===== config.mk =====
export PLATFORM = sky130hd
export DESIGN_NAME = rgmii_tx_framer
export DESIGN_NICKNAME = d
export VERILOG_FILES = /design/src/rtl/rgmii_tx_framer.sv
export SDC_FILE = /design/constraint.sdc
export NUM_CORES = 1
export LEC_CHECK = 0
export BUFFER_PORTS_ARGS = -buffer_cell sky130_fd_sc_hd__buf_2
export CORE_MARGIN = 2
export CORE_UTILIZATION = 45
export CTS_CLUSTER_DIAMETER = 40
export DETAILED_ROUTE_END_ITERATION = 8
export PLACE_DENSITY = 0.67
export SETUP_SLACK_MARGIN = 0.02
export SLEW_MARGIN = 20
export SYNTH_ARGS = -nofsm -noshare
export SYNTH_HDL_FRONTEND = slang
export SYNTH_SLANG_ARGS = --single-unit

===== constraint.sdc =====
create_clock -name phy_clk -period 2.5 [get_ports phy_clk]
set_input_delay 0.375 -clock phy_clk [delete_from_list [all_inputs] [get_ports phy_clk]]
set_output_delay 0.375 -clock phy_clk [all_outputs]
set_load 0.02 [all_outputs]

===== src/rtl/rgmii_tx_framer.sv =====
// Gigabit RGMII transmit framer: wraps AXI-Stream MAC bytes with preamble/SFD, pad, FCS and IFG,
// and presents per-cycle rising/falling nibble and TX_CTL pairs for the output DDR stage.
module rgmii_tx_framer #(
  parameter int unsigned PREAMBLE_LEN = 7,
  parameter int unsigned MIN_FRAME    = 60,
  parameter bit          ENABLE_FCS   = 1'b1,
  parameter int unsigned IFG_BYTES    = 12
) (
  input  logic       phy_clk,
  input  logic       phy_rst,
  input  logic [7:0] s_axis_tdata,
  input  logic       s_axis_tvalid,
  output logic       s_axis_tready,
  input  logic       s_axis_tlast,
  input  logic       s_axis_tuser,
  output logic [3:0] txd_q1,
  output logic [3:0] txd_q2,
  output logic       tx_ctl_q1,
  output logic       tx_ctl_q2,
  output logic       frame_done,
  output logic       underrun
);

  typedef enum logic [2:0] {
    StIdle,
    StPreamble,
    StSfd,
    StData,
    StPad,
    StFcs,
    StDrain,
    StIfg
  } state_e;

  localparam logic [15:0] PreLast    = 16'(PREAMBLE_LEN - 1);
  localparam logic [15:0] IfgLast    = 16'(IFG_BYTES - 1);
  localparam logic [16:0] MinFrame   = 17'(MIN_FRAME);
  localparam state_e      PostFrame  = (IFG_BYTES == 0) ? StIdle : StIfg;
  localparam state_e      PostBody   = ENABLE_FCS ? StFcs : PostFrame;
  localparam bit          DoneOnBody = !ENABLE_FCS;

  state_e      state_q, state_d;
  logic [15:0] byte_cnt_q, byte_cnt_d;
  logic [15:0] slot_q, slot_d;
  logic [31:0] crc_q, crc_d;
  logic [7:0]  out_byte_q, out_byte_d;
  logic        tx_en_q, tx_en_d;
  logic        ctl2_q, ctl2_d;
  logic        done_q, done_d;
  logic        urun_q, urun_d;

  logic [15:0] cnt_sat;
  logic [16:0] cnt_inc;
  logic [31:0] crc_inv;

  // Reflected CRC-32 (0xEDB88320), data consumed LSB first.
  function automatic logic [31:0] crc32_byte(input logic [31:0] crc, input logic [7:0] data);
    logic [31:0] c;
    c = crc;
    for (int i = 0; i < 8; i++) begin
      if (c[0] ^ data[i]) begin
        c = (c >> 1) ^ 32'hEDB8_8320;
      end else begin
        c = c >> 1;
      end
    end
    return c;
  endfunction

  always_comb begin
    cnt_sat = (byte_cnt_q == 16'hFFFF) ? byte_cnt_q : byte_cnt_q + 16'd1;
    cnt_inc = {1'b0, byte_cnt_q} + 17'd1;
    crc_inv = ~crc_q;
  end

  always_comb begin
    state_d       = state_q;
    byte_cnt_d    = byte_cnt_q;
    slot_d        = slot_q;
    crc_d         = crc_q;
    out_byte_d    = 8'h00;
    tx_en_d       = 1'b0;
    ctl2_d        = 1'b0;
    done_d        = 1'b0;
    urun_d        = 1'b0;
    s_axis_tready = 1'b0;

    unique case (state_q)
      StIdle: begin
        // The first preamble byte goes out on the same edge that samples tvalid.
        if (s_axis_tvalid) begin
          out_byte_d = 8'h55;
          tx_en_d    = 1'b1;
          ctl2_d     = 1'b1;
          slot_d     = 16'd1;
          state_d    = (PREAMBLE_LEN > 1) ? StPreamble : StSfd;
        end
      end
      StPreamble: begin
        out_byte_d = 8'h55;
        tx_en_d    = 1'b1;
        ctl2_d     = 1'b1;
        slot_d     = slot_q + 16'd1;
        if (slot_q == PreLast) begin
          state_d = StSfd;
        end
      end
      StSfd: begin
        out_byte_d = 8'hD5;
        tx_en_d    = 1'b1;
        ctl2_d     = 1'b1;
        crc_d      = 32'hFFFF_FFFF;
        byte_cnt_d = 16'd0;
        slot_d     = 16'd0;
        state_d    = StData;
      end
      StData: begin
        s_axis_tready = 1'b1;
        slot_d        = 16'd0;
        if (s_axis_tvalid) begin
          out_byte_d = s_axis_tdata;
          tx_en_d    = 1'b1;
          ctl2_d     = ~s_axis_tuser;
          crc_d      = crc32_byte(crc_q, s_axis_tdata);
          byte_cnt_d = cnt_sat;
          if (s_axis_tlast) begin
            if (cnt_inc < MinFrame) begin
              state_d = StPad;
            end else begin
              state_d = PostBody;
              done_d  = DoneOnBody;
            end
          end
        end else begin
          // Starved mid-frame: poison the current slot with TX_ER and abandon the frame.
          tx_en_d = 1'b1;
          ctl2_d  = 1'b0;
          urun_d  = 1'b1;
          state_d = StDrain;
        end
      end
      StPad: begin
        out_byte_d = 8'h00;
        tx_en_d    = 1'b1;
        ctl2_d     = 1'b1;
        crc_d      = crc32_byte(crc_q, 8'h00);
        byte_cnt_d = cnt_sat;
        slot_d     = 16'd0;
        if (cnt_inc >= MinFrame) begin
          state_d = PostBody;
          done_d  = DoneOnBody;
        end
      end
      StFcs: begin
        out_byte_d = crc_inv[{slot_q[1:0], 3'b000} +: 8];
        tx_en_d    = 1'b1;
        ctl2_d     = 1'b1;
        slot_d     = slot_q + 16'd1;
        if (slot_q[1:0] == 2'd3) begin
          done_d  = 1'b1;
          slot_d  = 16'd0;
          state_d = PostFrame;
        end
      end
      StDrain: begin
        s_axis_tready = 1'b1;
        slot_d        = 16'd0;
        if (s_axis_tvalid && s_axis_tlast) begin
          state_d = PostFrame;
        end
      end
      StIfg: begin
        slot_d = slot_q + 16'd1;
        if (slot_q == IfgLast) begin
          slot_d  = 16'd0;
          state_d = StIdle;
        end
      end
      default: begin
        state_d = StIdle;
      end
    endcase
  end

  always_ff @(posedge phy_clk) begin
    if (phy_rst) begin
      state_q    <= StIdle;
      byte_cnt_q <= 16'd0;
      slot_q     <= 16'd0;
      crc_q      <= 32'hFFFF_FFFF;
      out_byte_q <= 8'h00;
      tx_en_q    <= 1'b0;
      ctl2_q     <= 1'b0;
      done_q     <= 1'b0;
      urun_q     <= 1'b0;
    end else begin
      state_q    <= state_d;
      byte_cnt_q <= byte_cnt_d;
      slot_q     <= slot_d;
      crc_q      <= crc_d;
      out_byte_q <= out_byte_d;
      tx_en_q    <= tx_en_d;
      ctl2_q     <= ctl2_d;
      done_q     <= done_d;
      urun_q     <= urun_d;
    end
  end

  assign txd_q1     = out_byte_q[3:0];
  assign txd_q2     = out_byte_q[7:4];
  assign tx_ctl_q1  = tx_en_q;
  assign tx_ctl_q2  = ctl2_q;
  assign frame_done = done_q;
  assign underrun   = urun_q;

endmodule


==> out/metrics.cfg, run 1 <==
[run_status]
status = finished clean

[clocking]
htree_levels = 3
cts_tree = yes
root_buffer = clkbuf_16
numCtsBuffers = 9
clk_pin_slew_worst_paths_ns = 0.06
clock_sinks = 79
clockBufferDepth = 2
worstSkewPairLatency_ns = 0.35

[synthesis]
synth_area_um2 = 5610
synth_ff_type = dfxtp_1
yosysWarningCount = 0
synth_area_leaders = dfxtp_1 (28%), xnor2_1 (13%), xor2_1 (5.1%)
netlist-cell-type-count = 67
synth_edf_count = 0
synth_cells = 691
synthDominantCellAreaShare_pct = 28.2
synth_async_sr_flop_share_pct = 0
synth.ff_latch_count = 79
synth_top_cell_by_area = dfxtp_1
yosys.cell_count.top_type = xnor2_1
synth_common_cells = xnor2_1 (81), dfxtp_1 (79), nor2_1 (63), a21oi_1 (54), nand2_1 (50)
syn-num-nets = 708
syn_avg_cell_area_um2 = 8.12
seq_area_frac_synth_pct = 28.2

[place]
dp_hpwl_mm = 11.2
io_buffers = 25
placed_cell_area_um2 = 6030
dp_cells = 869
place_congestion = 0.878
dp_worst_setup_slack_ns = 0.0916

[die]
rows = 40
die_w_um = 116
core_area_um2 = 12100
start_util_pct = 46.3
die_h_um = 116
io_pins = 26
die-area_um2 = 13400

[layout]
instances_no_fill = 885
area_delta_synth_final_pct = 14.0
multi_input_area_um2 = 3760
nets = 729
drive_above_1_share_pct = 15.3
utilization_pct = 52.8
design_area_um2 = 6400
regArea_um2 = 1580
antenna-diode-count = 0
fill_cells = 1171

[sta]
worst_pin_slew_ns = 0.924
relSlewSlack_pct = 38.0
setup_violations = 0
layout_setup_ws_ns = 0.181
final_hold_viol_count = 0
fmax_mhz = 431
fin_crit_ns = 2.32
finalCritPeriodShare_pct = 92.8
holdWs_ns = 0.327
tns_ns = 0
worst_clock_skew_ns = 0.00652
rsz0062_at_grt = false
slew_violations = 0

[detailed_routing]
via_per_inst = 6.05
post-route-drc-count = 0
drt-initial-drc-count = 464
routed_wl_mm = 16.3
antenna_left = 0
num_vias = 5356
dr.pass1.iters = 5
avgRoutedWirePerCell_um = 18.4

[worst_setup_path]
cp_slowest_stage_delay_ns = 0.52
critical_path_buf_inv_count = 2
crit_family = simple AND/OR/NAND/NOR gates
crit_path_max_fanout = 14
path_cells = buf_4, and2_1, nand2_1, buf_4, nand2_1, o21ai_0, a211oi_1, o21ai_0
path_class = reg -> reg
critPathArrivalTime_ns = 2.54
worstPathRequired_ns = 2.72
critPathLaunchType = flop
worstSetupEndpointType = flop
cpMaxStageDelayCell = dfxtp_1

[grt]
overflow = 0
grt_use_total_pct = 25.3
grt_pass1_vias = 5063
antenna_found_initial = 0
grt_pass1_wl_mm = 26.4
grt_max_degree = 36

[power]
power_density_nw_per_um2 = 999
p_leak_nw = 2.27
peakVddDrop_mv = 0.551
total_power_mw = 6.39

[flow_run]
drv_cap = 0

[hold_path]
hold_path_class = in -> reg

[kinds of logic (layout without fill, tap and decap cells)]
family                   after synthesis  count (layout)  synth area share, %
XOR/XNOR                             124             124                 21.7
multiplexers                          11              11                 3.81
flip-flops                            79              79                 28.2
buffers and inverters                 69              95                 5.06
AO/OA/AOI/OAI                        187             187                 21.2
AND/OR/NAND/NOR                      217             217                 19.2
adder cells (fa/ha/maj)                4               4                0.892
[final cells by class]
type                    instances  share of cell area (%)
well taps                     168                    3.29
flip-flops and latches         79                    24.7
repair buffers                 68                    7.00
clock inverters                 5                    1.62
inverters                      11                   0.645
multi-input cells             543                    58.8
clock buffers                  11                    3.95
[worst paths after layout]
| kind | depth (start not counted) | endpoint | from | slack (ns) |
|---|---|---|---|---|
| worst min register to register | 1 | slot_q[12] | slot_q[12] | 0.51 |
| worst max register to register | 8 | crc_q[16] | state_q[0] | 0.18 |
| worst min-delay path | 2 | byte_cnt_q[2] | phy_rst | 0.33 |
| worst max-delay path | 8 | crc_q[16] | state_q[0] | 0.18 |
[power by group]
| group | internal (mW) | switching [mW] |
|---|---|---|
| combinational | 1.40 | 1.81 |
| sequential | 1.41 | 0.178 |
| clock | 1.03 | 0.568 |
[routing by layer]
layer / part of all wire [%] / up-vias / track usage, %
met5: 0 / - / 0
met4: 1.7 / 0 / 7.14
met3: 6.7 / 29 / 5.81
met2: 48 / 227 / 41.7
met1: 44 / 2585 / 33.2
li1: - / 2515 / -
[timing repair]
action	in CTS	in global routing
gates resized for setup	0	3
hold buffers	0	0
setup buffers	0	0
endpoints found under the hold margin	0	0
setup endpoints to repair	0	20
[cell usage in the layout (no fill, tap or decap), drive strengths merged, types with 5 or more instances in the layout]
cell | synthesis | final
a211oi | 13 | 13
a21oi | 54 | 54
a221oi | 5 | 5
a311oi | 9 | 9
a31oi | 9 | 9
and2 | 7 | 7
and3 | 9 | 9
buf | 14 | 68
clkbuf | 44 | 11
dfxtp | 79 | 79
inv | 11 | 11
mux4 | 8 | 8
nand2 | 50 | 50
nand3 | 20 | 20
nand4 | 9 | 9
nor2 | 63 | 63
nor3 | 10 | 10
nor3b | 6 | 6
nor4 | 8 | 8
o211ai | 8 | 8
o21a | 5 | 5
o21ai | 50 | 50
o221ai | 9 | 9
or3 | 12 | 12
xnor2 | 84 | 84
xor2 | 37 | 37
[state kept, by name, indices dropped and copies added (netlist names), 3 cells and up]
signal and count:
crc_q 32, slot_q 16, state_q 3, byte_cnt_q 16, out_byte_q 8
(Power assumes the default switching activity.)
==> run 2, diff against run 1 <==
- BUFFER_PORTS_ARGS: -buffer_cell sky130_fd_sc_hd__buf_2 -> unset
- DONT_BUFFER_PORTS: unset -> 1
- PLACE_DENSITY: 0.67 -> 0.66
==> run 2 against run 1 <==
- clock-buffer cell count is 1 lower
- die area did not move
- routed wire length decreased by 0.42%
- first-iteration DRC count increased by 25%
- clock power down 16%
- power fell by 4.8%
- hold slack worse by 0.24 ns
- maximum frequency is 1.2% higher
- register-to-register slack improved by 0.03 ns
- utilization fell by 1.7 points
- largest cell class unchanged
- largest power group unchanged
==> out/metrics.cfg, run 2 (same netlist as run 1, synthesis figures left out) <==
[layout]
layout_common_cells = dfxtp_1 (79), xnor2_1 (78), nor2_1 (62)
nets = 699  ; -4.1%
drive_above_1_share_pct = 11.7  ; -3.7 points
mostFrequentLayoutCell = dfxtp_1
multi_input_area_um2 = 3770  ; +0.33%
largestRegisters = crc_q x32, byte_cnt_q x16, slot_q x16
regMostFlops = crc_q
antenna-diode-count = 0  ; unchanged
largest_reg_flops = 32  ; unchanged
design_area_um2 = 6190  ; -3.3%
utilization_pct = 51.1  ; -1.7 points
area_delta_synth_final_pct = 10.3
fill_cells = 1194  ; +2.0%
regArea_um2 = 1580  ; unchanged

[power]
p_leak_nw = 2.11  ; -7.0%
clock_power_share_pct = 22.0  ; -3.0 points
intPower_mw = 3.57  ; -6.9%
p_comb_share_pct = 51.4  ; +1.2 points
peakVddDrop_mv = 0.597  ; +8.4%
pwr-share-seq_pct = 26.6  ; +1.8 points
switchingPower_mw = 2.51  ; -1.6%
power_density_nw_per_um2 = 984  ; -1.6%
switching_share_pct = 41.3  ; +1.3 points

[place]
dp_hpwl_mm = 11.3  ; +0.79%
place_congestion = 0.935  ; +6.5%
placed_cell_area_um2 = 5870  ; -2.7%
dp_worst_setup_slack_ns = 0.115  ; +0.0231 ns
io_buffers = 0  ; -100%

[sta]
tns_ns = 0  ; unchanged
setup_violations = 0  ; unchanged
fin_crit_ns = 2.29  ; -0.0280 ns
layout_setup_ws_ns = 0.209  ; +0.0280 ns
finalCritPeriodShare_pct = 91.6  ; -1.1 points
final_hold_viol_count = 0  ; unchanged
relSlewSlack_pct = 41.8  ; +3.8 points
slew_violations = 0  ; unchanged
worst_pin_slew_ns = 0.867  ; -0.0565 ns
holdWs_ns = 0.0861  ; -0.241 ns
fmax_mhz = 437  ; +1.2%
rsz0062_at_grt = false
worst_clock_skew_ns = 0.0104  ; +0.00392 ns

[worst_setup_path]
worstPathRequired_ns = 2.74  ; +0.02 ns
path_cells = xnor2_4, xor2_2, xor2_2, xnor2_1, and3_1, o32a_1
critPathLaunchType = flop
worstSetupEndpointType = flop
cp_slowest_stage_delay_ns = 0.40  ; -0.12 ns
crit_path_max_fanout = 8  ; -6
critical_path_buf_inv_count = 0  ; -2
path_class = reg -> reg
crit_top_cell = xor2_2
critPathArrivalTime_ns = 2.53  ; about the same
cpMaxStageDelayCell = dfxtp_1
crit_family = XOR/XNOR gates

[die]
io_pins = 26  ; unchanged
die_w_um = 116  ; unchanged
core_area_um2 = 12100  ; unchanged
die_h_um = 116  ; unchanged
rows = 40  ; unchanged
start_util_pct = 46.3  ; unchanged
die-area_um2 = 13400  ; unchanged

[detailed_routing]
drt-initial-drc-count = 582  ; +25%
dr.pass1.iters = 5  ; unchanged
antenna_left = 0  ; unchanged
num_vias = 5142  ; -4.0%
routed_wl_mm = 16.2  ; -0.42%
avgRoutedWirePerCell_um = 19.0  ; +3.2%
via_per_inst = 6.02  ; -0.51%
post-route-drc-count = 0  ; unchanged

[hold_path]
hold_path_class = in -> reg

[grt]
antenna_found_initial = 0  ; unchanged
grt_pass1_wl_mm = 26.3  ; -0.39%
grt_use_total_pct = 25.2  ; -0.063 points
grt_max_degree = 44  ; +22%
overflow = 0  ; unchanged
grt_pass1_vias = 4900  ; -3.2%

[clocking]
clockBufferDepth = 2  ; unchanged
numCtsBuffers = 9  ; unchanged
post_cts_buffers = 0  ; unchanged
clk_pin_slew_worst_paths_ns = 0.06  ; about the same
htree_levels = 3  ; unchanged
root_buffer = clkbuf_16
cts_tree = yes
worstSkewPairLatency_ns = 0.35  ; about the same
ctsHoldBuffers = 0  ; unchanged
clock_sinks = 79  ; unchanged

[flow_run]
drv_cap = 0  ; unchanged

[run_status]
status = finished clean

run 2: final timing paths:
check	startpoint	endpoint	slack [ns]	cells after the start
setup / recovery	crc_q[6]	crc_q[23]	0.21	6
hold reg to reg	slot_q[15]	slot_q[15]	0.49	1
hold / removal	phy_rst	byte_cnt_q[11]	0.09	1
setup reg to reg	crc_q[6]	crc_q[23]	0.21	6
run 2: through the flow:
step | power [mW] | std cells
global route | 6.47 | 854
finish | 6.09 | 854
CTS | 6.04 | 854
floorplan | 3.96 | 691
global placement | 4.62 | 839
detailed placement | 4.68 | 839
run 2: power by group through the flow:
stage               combinational [mW]  clock, mW  sequential, mW
finish                            3.13       1.34            1.62
CTS                               3.05       1.37            1.62
global placement                  2.98          0            1.64
detailed placement                3.03          0            1.64
floorplan                         2.39          0            1.57
global route                      3.40       1.43            1.64
run 2: per-layer routing:
layer	part of all wire (%)	vias to the layer above	track usage, %
met5	0	-	0
met4	1.7	0	6.43
met3	6.1	25	6.22
met2	48	169	41.5
met1	44	2500	33.3
li1	-	2448	-
run 2: cell type report:
class | count | area share (%)
clock inverters | 5 | 0.950
well taps | 168 | 3.40
clock buffers | 10 | 3.86
inverters | 11 | 0.667
multi-input cells | 543 | 61.0
flip-flops and latches | 79 | 25.6
repair buffers | 38 | 4.61
run 2: repair_timing:
item / CTS / global route
endpoints found under the setup margin: 0 / 18
gates resized for setup: 0 / 4
endpoints found under the hold margin: 0 / 0
run 2: worst register-to-register path: cells and delay by family (launching register included):
family / cells / cell delay, ns
and+or+nand+nor: 1 / 0.23
DFF: 1 / 0.40
xor gates and xnor gates: 4 / 1.27
AOI/OAI and AO/OA: 1 / 0.28
